===== src/rtl/note_pkg.sv =====
// -----------------------------------------------------------------------------
// note_pkg
// Shared constants and types for the note recorder/player slice:
//   NOTE_W / DEPTH / ADDR_W : note code width, store depth, slot address width
//   HALF_W                  : width of the tone half-period counter
//   note_t, NOTE_*          : 3-bit note codes (0 = rest, 1..7 = C4..B4)
//   state_e                 : tone FSM states
//   half_cycles/half_reload : clock cycles per half period of each note
// -----------------------------------------------------------------------------
package note_pkg;

    localparam int unsigned NOTE_W = 3;
    localparam int unsigned DEPTH  = 16;
    localparam int unsigned ADDR_W = 4;
    localparam int unsigned HALF_W = 17;

    typedef logic [NOTE_W-1:0] note_t;
    typedef logic [HALF_W-1:0] half_t;

    localparam note_t NOTE_REST = 3'd0;
    localparam note_t NOTE_C4   = 3'd1;
    localparam note_t NOTE_D4   = 3'd2;
    localparam note_t NOTE_E4   = 3'd3;
    localparam note_t NOTE_F4   = 3'd4;
    localparam note_t NOTE_G4   = 3'd5;
    localparam note_t NOTE_A4   = 3'd6;
    localparam note_t NOTE_B4   = 3'd7;

    typedef enum logic [1:0] {
        ST_IDLE = 2'd0,
        ST_GAP  = 2'd1,
        ST_TONE = 2'd2
    } state_e;

    // Half-period length in 50 MHz cycles. Rest maps to 1 so that the
    // reload value below never underflows; a rest never reaches TONE anyway.
    function automatic half_t half_cycles(input note_t n);
        half_t h;
        case (n)
            NOTE_C4: h = 17'd95556;
            NOTE_D4: h = 17'd85131;
            NOTE_E4: h = 17'd75843;
            NOTE_F4: h = 17'd71586;
            NOTE_G4: h = 17'd63776;
            NOTE_A4: h = 17'd56818;
            NOTE_B4: h = 17'd50619;
            default: h = 17'd1;
        endcase
        return h;
    endfunction

    // Counter reload value: the counter runs reload..0, i.e. half_cycles states.
    function automatic half_t half_reload(input note_t n);
        return half_cycles(n) - 17'd1;
    endfunction

endpackage


===== src/rtl/tone_divider.sv =====
// -----------------------------------------------------------------------------
// tone_divider
// Reloadable 17-bit half-period down-counter with a toggling square output.
//   clk_i     : system clock
//   reset_i   : synchronous active-high reset
//   clr_i     : force counter to 0 and output low (highest priority)
//   load_i    : load reload_i and drive the output high (start of a tone)
//   run_i     : count down; at 0 reload and toggle the output
//   reload_i  : half-period length minus one
//   tone_o    : registered square-wave output
// -----------------------------------------------------------------------------
module tone_divider
    import note_pkg::*;
(
    input  logic              clk_i,
    input  logic              reset_i,
    input  logic              clr_i,
    input  logic              load_i,
    input  logic              run_i,
    input  logic [HALF_W-1:0] reload_i,
    output logic              tone_o
);

    logic [HALF_W-1:0] cnt_q, cnt_d;
    logic              tone_q, tone_d;

    always_comb begin
        cnt_d  = cnt_q;
        tone_d = tone_q;
        if (clr_i) begin
            cnt_d  = '0;
            tone_d = 1'b0;
        end else if (load_i) begin
            cnt_d  = reload_i;
            tone_d = 1'b1;
        end else if (run_i) begin
            if (cnt_q == '0) begin
                cnt_d  = reload_i;
                tone_d = ~tone_q;
            end else begin
                cnt_d = cnt_q - 1'b1;
            end
        end
    end

    always_ff @(posedge clk_i) begin
        if (reset_i) begin
            cnt_q  <= '0;
            tone_q <= 1'b0;
        end else begin
            cnt_q  <= cnt_d;
            tone_q <= tone_d;
        end
    end

    assign tone_o = tone_q;

endmodule


===== src/rtl/note_player.sv =====
// -----------------------------------------------------------------------------
// note_player
// 16-slot note store written by the recorder controller, plus a tone FSM
// (IDLE / GAP / TONE) that plays the note at rd_addr as a square wave with a
// silent articulation gap at every note start.
//   clk          : 50 MHz system clock
//   reset        : synchronous active-high reset
//   ld_note      : record strobe; one write per rising edge
//   ld_play      : playback active level; blocks writes
//   note_in      : note code to record (0 rest, 1..7 = C4..B4)
//   wr_addr      : slot to record into
//   rd_addr      : slot to play
//   next_note_en : one-cycle note-advance pulse (restarts articulation)
//   audio_out    : square-wave speaker drive
//   cur_note     : registered note code being played (0 when not playing)
//   playing      : high in GAP or TONE
// -----------------------------------------------------------------------------
module note_player
    import note_pkg::*;
#(
    parameter int unsigned GAP_CYCLES = 1250000
) (
    input  logic              clk,
    input  logic              reset,
    input  logic              ld_note,
    input  logic              ld_play,
    input  logic [NOTE_W-1:0] note_in,
    input  logic [ADDR_W-1:0] wr_addr,
    input  logic [ADDR_W-1:0] rd_addr,
    input  logic              next_note_en,
    output logic              audio_out,
    output logic [NOTE_W-1:0] cur_note,
    output logic              playing
);

    // A zero gap still costs one silent cycle.
    localparam int unsigned      GAP_EFF  = (GAP_CYCLES == 0) ? 1 : GAP_CYCLES;
    localparam int unsigned      GAP_W    = (GAP_EFF > 1) ? $clog2(GAP_EFF) : 1;
    localparam logic [GAP_W-1:0] GAP_LOAD = GAP_W'(GAP_EFF - 1);

    // ---------------------------------------------------------------- store
    note_t mem_q [DEPTH];
    logic  ld_note_q;
    logic  armed_q;     // set once ld_note has been seen low after reset
    logic  wr_en;

    // A key already held when reset releases must not record: the rising
    // edge only counts after ld_note has been sampled low at least once.
    assign wr_en = ld_note && !ld_note_q && armed_q && !ld_play;

    always_ff @(posedge clk) begin
        if (reset) begin
            for (int unsigned i = 0; i < DEPTH; i++) begin
                mem_q[i] <= NOTE_REST;
            end
            ld_note_q <= 1'b0;
            armed_q   <= 1'b0;
        end else begin
            ld_note_q <= ld_note;
            if (!ld_note) begin
                armed_q <= 1'b1;
            end
            if (wr_en) begin
                mem_q[wr_addr] <= note_in;
            end
        end
    end

    // -------------------------------------------------------- current note
    note_t cur_note_q, cur_note_d;
    note_t cur_prev_q;
    logic  ld_play_q;

    assign cur_note_d = ld_play ? mem_q[rd_addr] : NOTE_REST;

    always_ff @(posedge clk) begin
        if (reset) begin
            cur_note_q <= NOTE_REST;
            cur_prev_q <= NOTE_REST;
            ld_play_q  <= 1'b0;
        end else begin
            cur_note_q <= cur_note_d;
            cur_prev_q <= cur_note_q;
            ld_play_q  <= ld_play;
        end
    end

    // ------------------------------------------------------------ tone FSM
    state_e           state_q, state_d;
    logic [GAP_W-1:0] gap_q, gap_d;
    logic             start_evt;
    logic             play_fall;
    logic             div_clr, div_load, div_run;
    logic             tone;

    assign start_evt = (cur_note_q != cur_prev_q) || (next_note_en && ld_play);
    assign play_fall = ld_play_q && !ld_play;

    // The divider is steered from the next-state decision so that audio_out
    // comes straight from a register and changes on the same edge as state.
    always_comb begin
        state_d  = state_q;
        gap_d    = gap_q;
        div_clr  = 1'b0;
        div_load = 1'b0;
        div_run  = 1'b0;
        if (play_fall) begin
            state_d = ST_IDLE;
            gap_d   = '0;
            div_clr = 1'b1;
        end else if (start_evt) begin
            div_clr = 1'b1;
            if (cur_note_q != NOTE_REST) begin
                state_d = ST_GAP;
                gap_d   = GAP_LOAD;
            end else begin
                state_d = ST_IDLE;
                gap_d   = '0;
            end
        end else begin
            case (state_q)
                ST_IDLE: begin
                    div_clr = 1'b1;
                    if (ld_play && (cur_note_q != NOTE_REST)) begin
                        state_d = ST_GAP;
                        gap_d   = GAP_LOAD;
                    end
                end
                ST_GAP: begin
                    if (gap_q == '0) begin
                        state_d  = ST_TONE;
                        div_load = 1'b1;
                    end else begin
                        gap_d   = gap_q - 1'b1;
                        div_clr = 1'b1;
                    end
                end
                ST_TONE: begin
                    div_run = 1'b1;
                end
                default: begin
                    state_d = ST_IDLE;
                    gap_d   = '0;
                    div_clr = 1'b1;
                end
            endcase
        end
    end

    always_ff @(posedge clk) begin
        if (reset) begin
            state_q <= ST_IDLE;
            gap_q   <= '0;
        end else begin
            state_q <= state_d;
            gap_q   <= gap_d;
        end
    end

    tone_divider u_div (
        .clk_i    (clk),
        .reset_i  (reset),
        .clr_i    (div_clr),
        .load_i   (div_load),
        .run_i    (div_run),
        .reload_i (half_reload(cur_note_q)),
        .tone_o   (tone)
    );

    assign audio_out = tone;
    assign cur_note  = cur_note_q;
    assign playing   = (state_q != ST_IDLE);

endmodule

===== config.mk =====
export PLATFORM = sky130hd
export DESIGN_NAME = note_player
export DESIGN_NICKNAME = d
export VERILOG_FILES = /design/src/rtl/note_pkg.sv /design/src/rtl/tone_divider.sv /design/src/rtl/note_player.sv
export SDC_FILE = /design/constraint.sdc
export NUM_CORES = 1
export LEC_CHECK = 0
export BUFFER_PORTS_ARGS = -buffer_cell sky130_fd_sc_hd__buf_2
export CORE_MARGIN = 2
export CORE_UTILIZATION = 56
export DETAILED_ROUTE_END_ITERATION = 16
export PLACE_DENSITY = 0.76
export RECOVER_POWER = 100
export SETUP_SLACK_MARGIN = 0.4
export SYNTH_ARGS = -nofsm -noshare
export SYNTH_HDL_FRONTEND = slang
export SYNTH_SLANG_ARGS = --single-unit

===== constraint.sdc =====
create_clock -name clk -period 2.78 [get_ports clk]
set_input_delay 0.417 -clock clk [delete_from_list [all_inputs] [get_ports clk]]
set_output_delay 0.417 -clock clk [all_outputs]
set_load 0.01 [all_outputs]

==> out/summary.md <==
The netlist uses 56 different library cells. The logs give 2.12 nW for the leakage power and 0 for the count of final setup violators. Setup repair after global routing could not meet its margin everywhere.

The number of nets in the synthesized netlist is 513. The first global-routing pass estimated 19,300 µm of wire. The final total negative setup slack was 0 ps; the average routed wire per standard cell was 17.6 µm. The primary flip-flop cell chosen by synthesis mapping was sky130_fd_sc_hd__dfxtp_1. The power density over the cells came out at 568 mW/mm². Classification of the worst-slack hold path: in2reg. Hold timing on the final database bottoms out at a slack of 260 ps. Initial antenna violation count: 0. The first detailed-routing pass took 4 iterations. In the finished design, the share of the clock period the worst path needs comes to 94.3%.

Setup slack closes at 157 ps. CTS built an H-tree with a depth of 3. The tools report the power consumption as 3.33 mW. The number of global-route vias before repair was 3,952.

STA puts the critical path data arrival time at 2910 ps. The average instance area after synthesis is 10.2 µm², and the number of synthesized register bits is 98. Global routing consumed, over all layers together, 24.9% of the routing resources. The count of placed standard cells including taps is 613. VDD sags by at most 0.000250 V. In the synthesized netlist the async set-or-reset flop fraction comes to 0%.

The tools report the sort of element at the start of the critical path as a flop. The clock-pin slew on the worst setup and hold paths is 100 ps, and the via density per instance is 5.92. For the core footprint, the log shows 0.00876 mm².

Post-route non-filler standard cell count: 654. The sequential-to-total area share from yosys stat is 48.3%, and the via count is 3,873. The smallest clock period supported by the final layout is computed as 2620 ps. Total of buffers placed on input and output ports: 20. In the routed design, unresolved DRC markers number 0.

The floorplan has 34 rows. TritonCTS built the clock tree. For the number of max-cap violations, the log shows 0. The synthesized instance count was 494; the maximum number of buffers from clock root to sink was 2. The synthesis-to-finish area growth is 15.9%, and the source-to-sink clock delay at the later pin of the worst-skew pair is 370 ps. At the worst endpoint, the required time is 3070 ps.

The floorplan step defined a die boundary enclosing 0.00981 mm². The wire-length estimate of the detail-placed layout is 7500 µm. Entering global routing, the biggest net connects 25 pins.

The initial utilization of the core area, before any placement, comes to 57.8%. During synthesis, Yosys emitted a total of 0 warnings. The count of nets left with antenna violations once routing finished came out at 0.

The worst setup path is captured at a flop. For the final database, setup skew stands at 14.1 ps. The critical path is of the reg2reg type.

Summed over all layers, the global routing overflow is 0. The number of DRC violations after detailed-routing iteration 0 is 140. After clock tree synthesis, the flow added hold-fix buffers numbering 0. Counting the buffers created by CTS gives 9.

The worst slew margin relative to its limit was 32.3%. The overall routed net length is 11,500 µm, and the share of cells above drive strength 1 is 26.6%. The largest fanout on the critical path works out to 17.

Master cell of the clock root buffer: sky130_fd_sc_hd__clkbuf_8. The final estimated routing congestion in global placement was 0.844; the final net count was 559. The I/O pin total is 21, and the die width is 99.1 µm. The hold violation total from the final report came out at 0.

Synthesized area: 0.00506 mm². The flow ran to the end, and the final reports show no timing, DRC or antenna violations. The tools report the maximum clock frequency as 381 MHz. The run gives 0 as the total count of max-transition violations in the final report. The tools report the pre-CTS worst setup slack as 87.0 ps.

Counting flops with a built-in enable in the synthesized netlist gives 48. For the pin with the worst max-slew slack, the measured transition is 1020 ps. The tree built by TritonCTS fans out to 98 sinks.

The floorplan step set the die height to 99.1 µm.
## path summary, 6_finish.rpt
kind	startpoint	end	depth (start not counted)	slack (ps)
min reg2reg	armed_q$_SDFFE_PP0N_	armed_q$_SDFFE_PP0N_	2	460
max	gap_q[1]$_SDFFE_PP0P_	u_div.cnt_q[7]$_SDFFE_PP0P_	9	160
max reg2reg	gap_q[1]$_SDFFE_PP0P_	u_div.cnt_q[7]$_SDFFE_PP0P_	9	160
min	ld_note	armed_q$_SDFFE_PP0N_	2	260
## cell usage after synthesis, types with 3 or more instances
library cell / n / area share, %
sky130_fd_sc_hd__a211oi_1: 11 / 1.6
sky130_fd_sc_hd__a21oi_1: 30 / 3.0
sky130_fd_sc_hd__a31oi_1: 4 / 0.49
sky130_fd_sc_hd__and2_1: 53 / 6.6
sky130_fd_sc_hd__buf_2: 4 / 0.40
sky130_fd_sc_hd__buf_4: 3 / 0.44
sky130_fd_sc_hd__clkbuf_1: 15 / 1.1
sky130_fd_sc_hd__dfxtp_1: 50 / 20
sky130_fd_sc_hd__edfxtp_1: 48 / 28
sky130_fd_sc_hd__ha_1: 3 / 0.74
sky130_fd_sc_hd__inv_1: 11 / 0.82
sky130_fd_sc_hd__mux4_2: 15 / 6.7
sky130_fd_sc_hd__nand2_1: 34 / 2.5
sky130_fd_sc_hd__nand2b_1: 6 / 0.74
sky130_fd_sc_hd__nand3_1: 9 / 0.89
sky130_fd_sc_hd__nand3b_1: 3 / 0.44
sky130_fd_sc_hd__nor2_1: 45 / 3.3
sky130_fd_sc_hd__nor2b_1: 7 / 0.87
sky130_fd_sc_hd__nor3_1: 18 / 1.8
sky130_fd_sc_hd__nor4_1: 7 / 0.87
sky130_fd_sc_hd__o211a_1: 3 / 0.59
sky130_fd_sc_hd__o211ai_1: 5 / 0.74
sky130_fd_sc_hd__o21a_1: 3 / 0.44
sky130_fd_sc_hd__o21ai_0: 11 / 1.1
sky130_fd_sc_hd__or2_2: 20 / 2.5
sky130_fd_sc_hd__or3_1: 7 / 0.87
sky130_fd_sc_hd__or4_1: 6 / 0.89
sky130_fd_sc_hd__or4_4: 3 / 0.67
sky130_fd_sc_hd__xnor2_1: 19 / 3.3
sky130_fd_sc_hd__xor2_1: 8 / 1.4
## layout make-up
| type | instances | area, µm² |
|---|---|---|
| inverter | 11 | 41.3 |
| fill | 671 | 2900 |
| multi-input combinational | 361 | 2650 |
| timing repair buffer | 59 | 405 |
| clock buffer | 11 | 131 |
| clock inverter | 5 | 55.1 |
| sequential | 98 | 2450 |
| antenna | 1 | 2.50 |
| tap | 108 | 135 |
## routing by layer
| metal | part of all wire (%) | GRT usage [%] |
|---|---|---|
| met1 | 42 | 33.1 |
| met2 | 50 | 40.0 |
| met3 | 6.8 | 5.53 |
| met4 | 1.8 | 9.69 |
| met5 | 0 | 0 |
## power breakdown
group / switching [mW] / total (mW) / internal (mW) / leakage (nW)
logic: 0.415 / 0.781 / 0.366 / 1.13
registers: 0.0641 / 1.64 / 1.58 / 0.909
clock network: 0.497 / 0.911 / 0.414 / 0.0871
total: 0.976 / 3.33 / 2.36 / 2.12
## metrics by stage
stage / instance area, µm² / utilization, %
finish: 5870 / 67.0
global route: 5870 / 66.9
CTS: 5880 / 67.1
detailed placement: 5360 / 61.1
global placement: 5360 / 61.1
floorplan: 5110 / -
## critical path, stage by stage, from the launching register on
cell	delay, ps
sky130_fd_sc_hd__dfxtp_1	340
sky130_fd_sc_hd__inv_2	80
sky130_fd_sc_hd__ha_4	140
sky130_fd_sc_hd__or3b_4	380
sky130_fd_sc_hd__or4_4	530
sky130_fd_sc_hd__or4_4	450
sky130_fd_sc_hd__o21ai_4	160
sky130_fd_sc_hd__buf_12	160
sky130_fd_sc_hd__nor2_1	70
sky130_fd_sc_hd__a311oi_2	240
## logic make-up after synthesis
family	Yosys count	synth area share, %
XOR/XNOR	27	4.67
buffers and inverters	36	3.29
AO/OA/AOI/OAI	86	11.6
flip-flops	98	48.3
AND/OR/NAND/NOR	226	24.2
multiplexers	18	7.29
adder cells (fa/ha/maj)	3	0.742
## layout by cell type (no fill, tap or decap), drive strengths merged, types with 4 or more instances in the layout
master,n
nor2,45
a211oi,12
buf,46
or4,9
nor2b,7
nor4,7
xnor2,19
o211ai,5
nand2b,6
edfxtp,48
a31oi,4
mux4,15
xor2,8
inv,11
and2,54
o21ai,13
or3,7
dfxtp,50
a21oi,30
or2,20
nor3,18
nand3,9
clkbuf,24
nand2,35
## what timing repair did
item,in CTS,in global routing
endpoints found under the setup margin,38,39
buffers inserted,18,1
pin swaps,19,3
gates cloned,5,0
gates resized for setup,46,6
## state kept, by name, indices dropped and copies added, names as in the netlist
name,cells
mem_q,48
gap_q,21
u_div.cnt_q,17
cur_note,3
cur_prev_q,3
state_q,2
armed_q,1
ld_note_q,1
ld_play_q,1
u_div.tone_o,1
No activity file was read; power rests on OpenSTA's default activity.
